[src/rtl/led_sequence_ctrl_pkg.sv]
// Shared definitions for the LED column-fill sequencer: state encoding,
// the phase-to-LED pattern table and the phase wrap point.
package led_sequence_ctrl_pkg;

    typedef enum logic [1:0] {
        IDLE = 2'd0,
        RUN  = 2'd1,
        HOLD = 2'd2,
        DONE = 2'd3
    } state_e;

    localparam int unsigned LED_W   = 16;
    localparam int unsigned PHASE_W = 3;

    // Columns fill from the MSB of each nibble downwards.
    localparam logic [LED_W-1:0] PH_LED0 = 16'h0000;
    localparam logic [LED_W-1:0] PH_LED1 = 16'h8888;
    localparam logic [LED_W-1:0] PH_LED2 = 16'hCCCC;
    localparam logic [LED_W-1:0] PH_LED3 = 16'hEEEE;
    localparam logic [LED_W-1:0] PH_LED4 = 16'hFFFF;
    localparam logic [LED_W-1:0] PH_LED5 = 16'h0000;

    localparam logic [PHASE_W-1:0] PHASE_LAST = 3'd5;

    function automatic logic [LED_W-1:0] phase_led(input logic [PHASE_W-1:0] ph);
        logic [LED_W-1:0] pat;
        case (ph)
            3'd1:    pat = PH_LED1;
            3'd2:    pat = PH_LED2;
            3'd3:    pat = PH_LED3;
            3'd4:    pat = PH_LED4;
            3'd5:    pat = PH_LED5;
            default: pat = PH_LED0;
        endcase
        return pat;
    endfunction

endpackage

[src/rtl/led_tick_gen.sv]
// Step prescaler: emits a one-cycle tick every 2^FAST_DIV or 2^SLOW_DIV
// counting cycles; the count is preserved across pauses and speed changes.
module led_tick_gen #(
    parameter int unsigned FAST_DIV = 25,
    parameter int unsigned SLOW_DIV = 27
) (
    input  logic clk,
    input  logic rst,
    input  logic clr,
    input  logic cnt_en,
    input  logic speed,
    output logic tick
);

    localparam logic [SLOW_DIV-1:0] FAST_TERM = SLOW_DIV'({FAST_DIV{1'b1}});
    localparam logic [SLOW_DIV-1:0] SLOW_TERM = {SLOW_DIV{1'b1}};

    logic [SLOW_DIV-1:0] cnt_q;
    logic [SLOW_DIV-1:0] cnt_d;
    logic [SLOW_DIV-1:0] term;

    // >= rather than == so a slow-to-fast switch past the fast terminal ticks at once.
    always_comb begin
        term  = speed ? FAST_TERM : SLOW_TERM;
        tick  = cnt_en && (cnt_q >= term);
        cnt_d = cnt_q;
        if (clr) begin
            cnt_d = '0;
        end else if (tick) begin
            cnt_d = '0;
        end else if (cnt_en) begin
            cnt_d = cnt_q + SLOW_DIV'(1);
        end
    end

    always_ff @(posedge clk) begin
        if (rst) begin
            cnt_q <= '0;
        end else begin
            cnt_q <= cnt_d;
        end
    end

endmodule

[src/rtl/led_sequence_ctrl.sv]
// LED column-fill sequencer: start/stop/pause control, phase stepping on
// prescaler ticks, loop counting with a one-cycle completion pulse.
module led_sequence_ctrl
    import led_sequence_ctrl_pkg::*;
#(
    parameter int unsigned FAST_DIV = 25,
    parameter int unsigned SLOW_DIV = 27,
    parameter int unsigned REPEAT   = 3,
    parameter int unsigned LOOP_W   = 8
) (
    input  logic        clk,
    input  logic        rst,
    input  logic        start,
    input  logic        stop,
    input  logic        en,
    input  logic        speed,
    output logic [15:0] led,
    output logic [2:0]  phase,
    output logic        busy,
    output logic        done
);

    localparam bit                FINITE    = (REPEAT != 0);
    localparam logic [LOOP_W-1:0] LOOP_LAST = LOOP_W'(FINITE ? REPEAT - 1 : 0);

    state_e               state_q;
    state_e               state_d;
    logic [PHASE_W-1:0]   phase_q;
    logic [PHASE_W-1:0]   phase_d;
    logic [LED_W-1:0]     led_q;
    logic [LED_W-1:0]     led_d;
    logic [LOOP_W-1:0]    loop_q;
    logic [LOOP_W-1:0]    loop_d;
    logic                 done_q;
    logic                 done_d;

    logic                 tick;
    logic                 launch;
    logic                 cnt_en;

    assign launch = (state_q == IDLE) && start && !stop;
    assign cnt_en = (state_q == RUN) && en && !stop;

    led_tick_gen #(
        .FAST_DIV (FAST_DIV),
        .SLOW_DIV (SLOW_DIV)
    ) u_tick_gen (
        .clk    (clk),
        .rst    (rst),
        .clr    (launch),
        .cnt_en (cnt_en),
        .speed  (speed),
        .tick   (tick)
    );

    // Next-state, phase, LED and loop bookkeeping.
    always_comb begin
        state_d = state_q;
        phase_d = phase_q;
        led_d   = led_q;
        loop_d  = loop_q;
        done_d  = 1'b0;

        case (state_q)
            IDLE: begin
                if (launch) begin
                    state_d = RUN;
                    phase_d = '0;
                    led_d   = PH_LED0;
                    loop_d  = '0;
                end
            end

            RUN: begin
                if (stop) begin
                    state_d = IDLE;
                    phase_d = '0;
                    led_d   = PH_LED0;
                end else if (!en) begin
                    state_d = HOLD;
                end else if (tick) begin
                    if (phase_q == PHASE_LAST) begin
                        phase_d = '0;
                        led_d   = PH_LED0;
                        if (FINITE && (loop_q == LOOP_LAST)) begin
                            state_d = DONE;
                            done_d  = 1'b1;
                        end else if (loop_q != {LOOP_W{1'b1}}) begin
                            loop_d = loop_q + LOOP_W'(1);
                        end
                    end else begin
                        phase_d = phase_q + PHASE_W'(1);
                        led_d   = phase_led(phase_q + PHASE_W'(1));
                    end
                end
            end

            HOLD: begin
                if (stop) begin
                    state_d = IDLE;
                    phase_d = '0;
                    led_d   = PH_LED0;
                end else if (en) begin
                    state_d = RUN;
                end
            end

            DONE: begin
                state_d = IDLE;
            end

            default: begin
                state_d = IDLE;
            end
        endcase
    end

    always_ff @(posedge clk) begin
        if (rst) begin
            state_q <= IDLE;
            phase_q <= '0;
            led_q   <= '0;
            loop_q  <= '0;
            done_q  <= 1'b0;
        end else begin
            state_q <= state_d;
            phase_q <= phase_d;
            led_q   <= led_d;
            loop_q  <= loop_d;
            done_q  <= done_d;
        end
    end

    assign led   = led_q;
    assign phase = phase_q;
    assign done  = done_q;
    assign busy  = (state_q == RUN) || (state_q == HOLD);

endmodule

[config.mk]
export PLATFORM = sky130hd
export DESIGN_NAME = led_sequence_ctrl
export DESIGN_NICKNAME = d
export VERILOG_FILES = /design/src/rtl/led_sequence_ctrl_pkg.sv /design/src/rtl/led_tick_gen.sv /design/src/rtl/led_sequence_ctrl.sv
export SDC_FILE = /design/constraint.sdc
export NUM_CORES = 1
export LEC_CHECK = 0
export ABC_CLOCK_PERIOD_IN_PS = 2000
export CAP_MARGIN = 40
export CELL_PAD_IN_SITES_DETAIL_PLACEMENT = 1
export CELL_PAD_IN_SITES_GLOBAL_PLACEMENT = 1
export CORE_MARGIN = 2
export CORE_UTILIZATION = 39
export DETAILED_ROUTE_END_ITERATION = 6
export MAX_ROUTING_LAYER = met4
export PLACE_DENSITY = 0.82
export SYNTH_ARGS = -nofsm -noshare
export SYNTH_HDL_FRONTEND = slang
export SYNTH_SLANG_ARGS = --single-unit
[constraint.sdc]
create_clock -name clk -period 2 [get_ports clk]
set_input_delay 0.3 -clock clk [delete_from_list [all_inputs] [get_ports clk]]
set_output_delay 0.3 -clock clk [all_outputs]
set_load 0.005 [all_outputs]
==> results of run 1 <==
worst max path at each step:
| stage | end | slack [ns] | cells past startpoint |
|---|---|---|---|
| floorplan | loop_q[3]$_SDFFE_PP0P_ | 0.02 | 8 |
| global placement | loop_q[3]$_SDFFE_PP0P_ | -0.52 | 7 |
| detailed placement | loop_q[3]$_SDFFE_PP0P_ | -0.57 | 7 |
| CTS | loop_q[3]$_SDFFE_PP0P_ | -0.02 | 7 |
| global route | loop_q[3]$_SDFFE_PP0P_ | -0.25 | 7 |
| finish | u_tick_gen.cnt_q[6]$_SDFFE_PP0P_ | -0.17 | 10 |
layer usage:
metal,GRT usage,vias up,share of wire
met3,0.02626,17,0.029
met5,-,-,0
li1,-,1218,-
met4,0.07215,0,0.019
met1,0.2513,1277,0.43
met2,0.3629,69,0.52
through the flow:
stage	total power [W]	area, um^2
floorplan	0.001157	2584
global placement	0.001312	3159
detailed placement	0.001326	3159
CTS	0.001923	3354
global route	0.002103	3600
finish	0.002012	3600
power by group through the flow:
stage	combinational (W)	clock (W)	sequential (W)
after floorplan	0.000218	0	0.000939
after global placement	0.000374	0	0.000939
after detailed placement	0.000387	0	0.000939
after CTS	0.000410	0.000594	0.000918
after global routing	0.000529	0.000648	0.000926
final	0.000494	0.000594	0.000924
state kept, by name (all words and copies together) (netlist names):
name and count:
done 1, led 4, loop_q 8, phase 3, state_q 2, u_tick_gen.cnt_q 27
cell usage after synthesis (all sizes together) (3+ instances only):
master / instances
or3: 9
a21oi: 19
clkbuf: 3
nand3: 18
buf: 18
dfxtp: 45
inv: 10
xnor2: 8
nor3: 7
or4: 3
ha: 10
nand4: 12
and3: 4
mux2i: 4
nor2: 27
nor4: 3
a31oi: 7
nand2: 22
nand2b: 12
xor2: 14
a311oi: 3
o21ai: 11
critical path: stages (launching register included):
cell	delay, ns
dfxtp_2	0.35
ha_4	0.27
nand4_1	0.18
nor4b_4	0.30
buf_6	0.16
buf_4	0.12
a31oi_4	0.14
o21ai_4	0.20
buf_12	0.14
clkbuf_16	0.14
nor2_1	0.05
timing repair:
item,in CTS,in global routing
hold buffers,0,0
resized for setup,16,25
cloned,1,3
buffers inserted,5,6
endpoints found under the setup margin,42,41
pin swaps,11,14
kinds of logic (layout without fill, tap and decap cells):
family,after synthesis,after routing,synth area share
flip-flops,45,45,0.3493
multiplexers,4,4,0.01553
AO/OA/AOI/OAI,58,59,0.1533
AND/OR/NAND/NOR,130,130,0.2901
adder cells (fa/ha/maj),10,10,0.04852
XOR/XNOR,22,22,0.07472
buffers and inverters,31,103,0.06841
final cells by class:
cell class                 count  area (um^2)  share of cell area
multi-input combinational    225         1690              0.4696
sequential                    45        907.1              0.2520
timing repair buffer          85        777.0              0.2158
tap                           77        96.34             0.02676
clock buffer                   5        68.82             0.01912
inverter                      10        37.54             0.01043
clock inverter                 3        22.52            0.006257
==> metrics.txt, run 1 <==
largest area contributor in the netlist=dfxtp_1; Min Hold Slack=0.5171 ns; largest cells by area after synthesis=dfxtp_1 (35%), ha_1 (4.9%), xor2_1 (4.8%); DR WL/cell=19.10 um; Internal=0.001387 W; RR Endpoint=u_tick_gen.cnt_q[6]$_SDFFE_PP0P_; Crit. End Element=register; Synth async-reset ratio=0; post-DP HPWL=4957 um; status=finished, violations left; failing checks=negative setup slack; Crit Path Class=reg2reg; Post-Synthesis Cells=300; worst r2r src=u_tick_gen.cnt_q[26]$_SDFFE_PP0P_; worst hold path endpoint=u_tick_gen.cnt_q[24]$_SDFFE_PP0P_; VDD IR max=0.0003274 V; min cycle time layout=2.168 ns; clk_lat worst skew=0.32 ns; H-tree Lvls=2; DR pass1 iterations=4; routability cong.=0.9010; clock share of power=0.295; Rows=29; Diodes inserted=0; largest net degree at the start of global routing=25; Comb power frac=0.246; r2r setup slk=-0.17 ns; Core Footprint=6386 um^2; RSZ-0062 raised after global routing=true; Crit. Startpoint=u_tick_gen.cnt_q[26]$_SDFFE_PP0P_; GRT Util Overall=0.2101; EDFF count, synth=0; Max Cap Violations=0; Mapped Area=2579 um^2; Final nets=388; commonest non-fill, non-tap cells in the layout=buf_4 (51), dfxtp_1 (40), nor2_1 (26); classification of the worst-slack hold path=reg2reg; switching pwr=0.0006250 W; post-synthesis sequential element count=45; R2R depth=10; DRC Markers=0; Rel. slew slack=0.6648; Yosys cell types=56; setup TNS=-4.241 ns; vias in the first global route=2513; final setup fails=34; worst hold path stage count=2; non-filler cells, final=450; Detail Route Antenna Nets=0; Hold Path Origin=u_tick_gen.cnt_q[24]$_SDFFE_PP0P_; pwr/cell area=559.0 nW/um^2; Bufs on Longest Clock Path=2; Clock Root Buffer=clkbuf_8; routed vias=2581; Filler cells=729; Via density=5.736; Die X-Extent=85.32 um; CTS Sinks=45; commonest non-fill, non-tap cell in the layout=buf_4; part of the power in registers=0.459; CP Data Required Time=2.19 ns; syn nets=316; Layout Skew=0.01956 ns; CTS tree=built; Synth-to-Final Area Change=39.59%; layout cells sized above 1=0.3003; first-pass GRT wire length=12020 um; setup ws final=-0.1678 ns; post-layout util=0.5637; Max Clk Rate=461.3 MHz; static leakage=1.325 nW; GRT Residual Overflow=0; clock-pin slew on the worst setup and hold paths=0.11 ns; Arr. time, crit path=2.36 ns; Ports=27; Starting Density=0.4038; sequential share of the synthesized area=0.3493; Avg Inst Size Synth=8.596 um^2; Worst-Margin Slew=0.4995 ns; Final Max Tran Viols=0; initial antenna violation count=0; Syn. warnings=0; Final Hold Vio Count=0; final wirelength=8595 um; placed cells=428; CP Max Fanout=6; CTS buffer count=5; Synth top area share=0.3493; IO buf count=26; pre-CTS setup slack=-0.5710 ns; Setup crit start kind=register; die area=7279 um^2; Die Ht=85.32 um; Sw Ratio=0.3106; dominant synthesized flop cell=dfxtp_1; 1st-iter DRT viols=192; final cycle utilization of the critical path=1.084
No activity file was read; power rests on OpenSTA's default activity.
==> run 2, diff against run 1 <==
--- a/config.mk
+++ b/config.mk
@@ -14,6 +14,7 @@
 export DETAILED_ROUTE_END_ITERATION = 6
 export MAX_ROUTING_LAYER = met4
 export PLACE_DENSITY = 0.82
+export SLEW_MARGIN = 20
 export SYNTH_ARGS = -nofsm -noshare
 export SYNTH_HDL_FRONTEND = slang
 export SYNTH_SLANG_ARGS = --single-unit
==> results of run 2 <==
The final DEF is identical to that of run 1; final timing and power are the same.
==> run 3, diff against run 2 <==
--- a/config.mk
+++ b/config.mk
@@ -9,12 +9,12 @@
 export CAP_MARGIN = 40
 export CELL_PAD_IN_SITES_DETAIL_PLACEMENT = 1
 export CELL_PAD_IN_SITES_GLOBAL_PLACEMENT = 1
+export CORE_ASPECT_RATIO = 0.6
 export CORE_MARGIN = 2
 export CORE_UTILIZATION = 39
 export DETAILED_ROUTE_END_ITERATION = 6
 export MAX_ROUTING_LAYER = met4
 export PLACE_DENSITY = 0.82
-export SLEW_MARGIN = 20
 export SYNTH_ARGS = -nofsm -noshare
 export SYNTH_HDL_FRONTEND = slang
 export SYNTH_SLANG_ARGS = --single-unit
==> metrics.txt, run 3 (synthesis gave the netlist of run 1 again) <==
status=finished, violations left; failing checks=negative setup slack; register bank with the most flops=u_tick_gen.cnt_q; GRT Util Overall=0.2272 (+0.01714); switching pwr=0.0006102 W (-2.4%); Core Footprint=6248 um^2 (-2.2%); RSZ-0062 raised after global routing=true; CP Max Fanout=3 (-3); Comb power frac=0.235 (-0.011); Worst-Margin Slew=0.5396 ns (+0.04014 ns); Rows=22 (-24%); max reg flops=27 (unchanged); routability cong.=0.8667 (-3.8%); die area=7300 um^2 (+0.29%); initial antenna violation count=0 (unchanged); DRC Markers=0 (unchanged); Top delay family on crit path=simple AND/OR/NAND/NOR gates; post-DP HPWL=5561 um (+12%); Synth-to-Final Area Change=37.31%; final setup fails=4 (-88%); Final nets=391 (+0.77%); layout cells sized above 1=0.2827 (-0.01760); Starting Density=0.4127 (+0.008894); final cycle utilization of the critical path=1.049 (-0.03524); part of the power in registers=0.459 (about the same); pwr/cell area=566.7 nW/um^2 (+1.4%); Rel. slew slack=0.6383 (-0.02649); clock-pin slew on the worst setup and hold paths=0.10 ns (about the same); Ports=27 (unchanged); Filler cells=733 (+0.55%); Final Hold Vio Count=0 (unchanged); busiest grt layer=met2; VDD IR max=0.0004421 V (+35%); pre-CTS setup slack=-0.5980 ns (-0.02696 ns); final wirelength=8164 um (-5.0%); crit path cell chain=inv_2 -> ha_2 -> or4b_4 -> nor4_4 -> buf_4 -> or3_4 -> or4_4 -> a31oi_1; Via density=5.505 (-4.0%); Final Max Tran Viols=0 (unchanged); static leakage=1.338 nW (+1.0%); Max Cap Violations=0 (unchanged); Crit Path Class=reg2reg; Diodes inserted=0 (unchanged); Bufs on Longest Clock Path=2 (unchanged); Detail Route Antenna Nets=0 (unchanged); Die X-Extent=109.0 um (+28%); CTS buffer count=5 (unchanged); GRT Residual Overflow=0 (unchanged); clk_lat worst skew=0.32 ns (about the same); Die Ht=66.99 um (-21%); setup ws final=-0.09728 ns (+0.07047 ns); DR WL/cell=17.79 um (-6.9%); IO buf count=26 (unchanged); Sw Ratio=0.3041 (-0.006511); CTS tree=built; Clock Root Buffer=clkbuf_8; WP buf/inv=2 (-2); commonest non-fill, non-tap cell in the layout=buf_4; Layout Skew=0.01188 ns (-0.007686 ns); classification of the worst-slack hold path=reg2reg; Crit. End Element=register; Arr. time, crit path=2.35 ns (about the same); clock share of power=0.306 (+0.011); total power=0.002007 W (-0.28%); Setup crit start kind=register; cts hold-fix bufs=0 (unchanged); largest net degree at the start of global routing=25 (unchanged); CP peak stage delay=0.52 ns (+0.17 ns); first-pass GRT wire length=12360 um (+2.8%); min cycle time layout=2.097 ns (-0.07047 ns); crit path max-delay cell type=or4_4; CP Data Required Time=2.25 ns (+0.06 ns); commonest non-fill, non-tap cells in the layout=buf_4 (53), dfxtp_1 (40), nor2_1 (27); GR Util met3=0.04110 (+0.01483); vias in the first global route=2449 (-2.5%); Max Clk Rate=476.8 MHz (+3.4%); 1st-iter DRT viols=107 (-44%); DR pass1 iterations=4 (unchanged); CTS Sinks=45 (unchanged); routing usage on met2=0.3331 (-0.02985); met1 usage=0.3185 (+0.06713); Internal=0.001396 W (+0.66%); routed vias=2527 (-2.1%); H-tree Lvls=2 (unchanged)
-- run 3: cell types whose count changed in the layout (fill, tap and decap cells not counted), sizes merged --
cell      previous run  this run
clkinv               3         0
clkbuf               7         6
clkinvlp             0         1
buf                 57        62
-- run 3: final timing paths --
path | startpoint | end | slack, ns | cells past startpoint
worst max-delay path | loop_q[0]$_SDFFE_PP0P_ | loop_q[3]$_SDFFE_PP0P_ | -0.1 | 8
worst min-delay path | u_tick_gen.cnt_q[24]$_SDFFE_PP0P_ | u_tick_gen.cnt_q[24]$_SDFFE_PP0P_ | 0.51 | 2
worst max register to register | loop_q[0]$_SDFFE_PP0P_ | loop_q[3]$_SDFFE_PP0P_ | -0.1 | 8
worst min register to register | u_tick_gen.cnt_q[24]$_SDFFE_PP0P_ | u_tick_gen.cnt_q[24]$_SDFFE_PP0P_ | 0.51 | 2
-- run 3: final cells by class --
class                           instances  area (um^2)  share of cell area
Tap cell                               84        105.1             0.02968
Multi-Input combinational cell        225         1613              0.4555
Timing Repair Buffer                   88        788.3              0.2226
Sequential cell                        45        907.1              0.2562
Clock inverter                          1        7.507            0.002120
Clock buffer                            6        82.58             0.02332
Inverter                               10        37.54             0.01060
-- run 3: worst register-to-register path, delay by kind of cell, from the launching register on --
kind,cells,cell delay [ns]
AO/OA/AOI/OAI,1,0.17
adder cells (fa/ha/maj),1,0.16
buffers and inverters,2,0.20
flip-flops,1,0.34
AND/OR/NAND/NOR,4,1.15
-- run 3: metrics by stage --
step | area [um^2] | instances | TNS [ns] | hold slack, ns | util
2_1_floorplan | 2584 | 300 | 0 | 0.4142 | -
3_3_place_gp | 3248 | 444 | -18.74 | 0.4827 | 0.5198
3_5_place_dp | 3248 | 444 | -20.58 | 0.4991 | 0.5198
4_1_cts | 3386 | 453 | -0.1446 | 0.5152 | 0.5419
5_1_grt | 3541 | 459 | -3.642 | 0.5374 | 0.5667
6_report | 3541 | 459 | -0.2216 | 0.5132 | 0.5667
-- run 3: metal layers --
metal | share of wire | vias up
met5 | 0 | -
met4 | 0.0093 | 0
met1 | 0.49 | 1248
met2 | 0.46 | 45
li1 | - | 1226
met3 | 0.037 | 8
-- run 3: what timing repair did --
item | in CTS | in global routing
setup buffers | 2 | 7
gates cloned | 1 | 0
gates resized for setup | 8 | 25
setup endpoints to repair | 41 | 43
pin swaps | 12 | 10
-- run 3: power by group through the flow --
stage	clock [W]	combinational [W]	sequential, W
after CTS	0.000638	0.000417	0.000919
after detailed placement	0	0.000404	0.000941
after global routing	0.000676	0.000502	0.000923
after floorplan	0	0.000218	0.000939
final	0.000615	0.000471	0.000921
after global placement	0	0.000393	0.000939
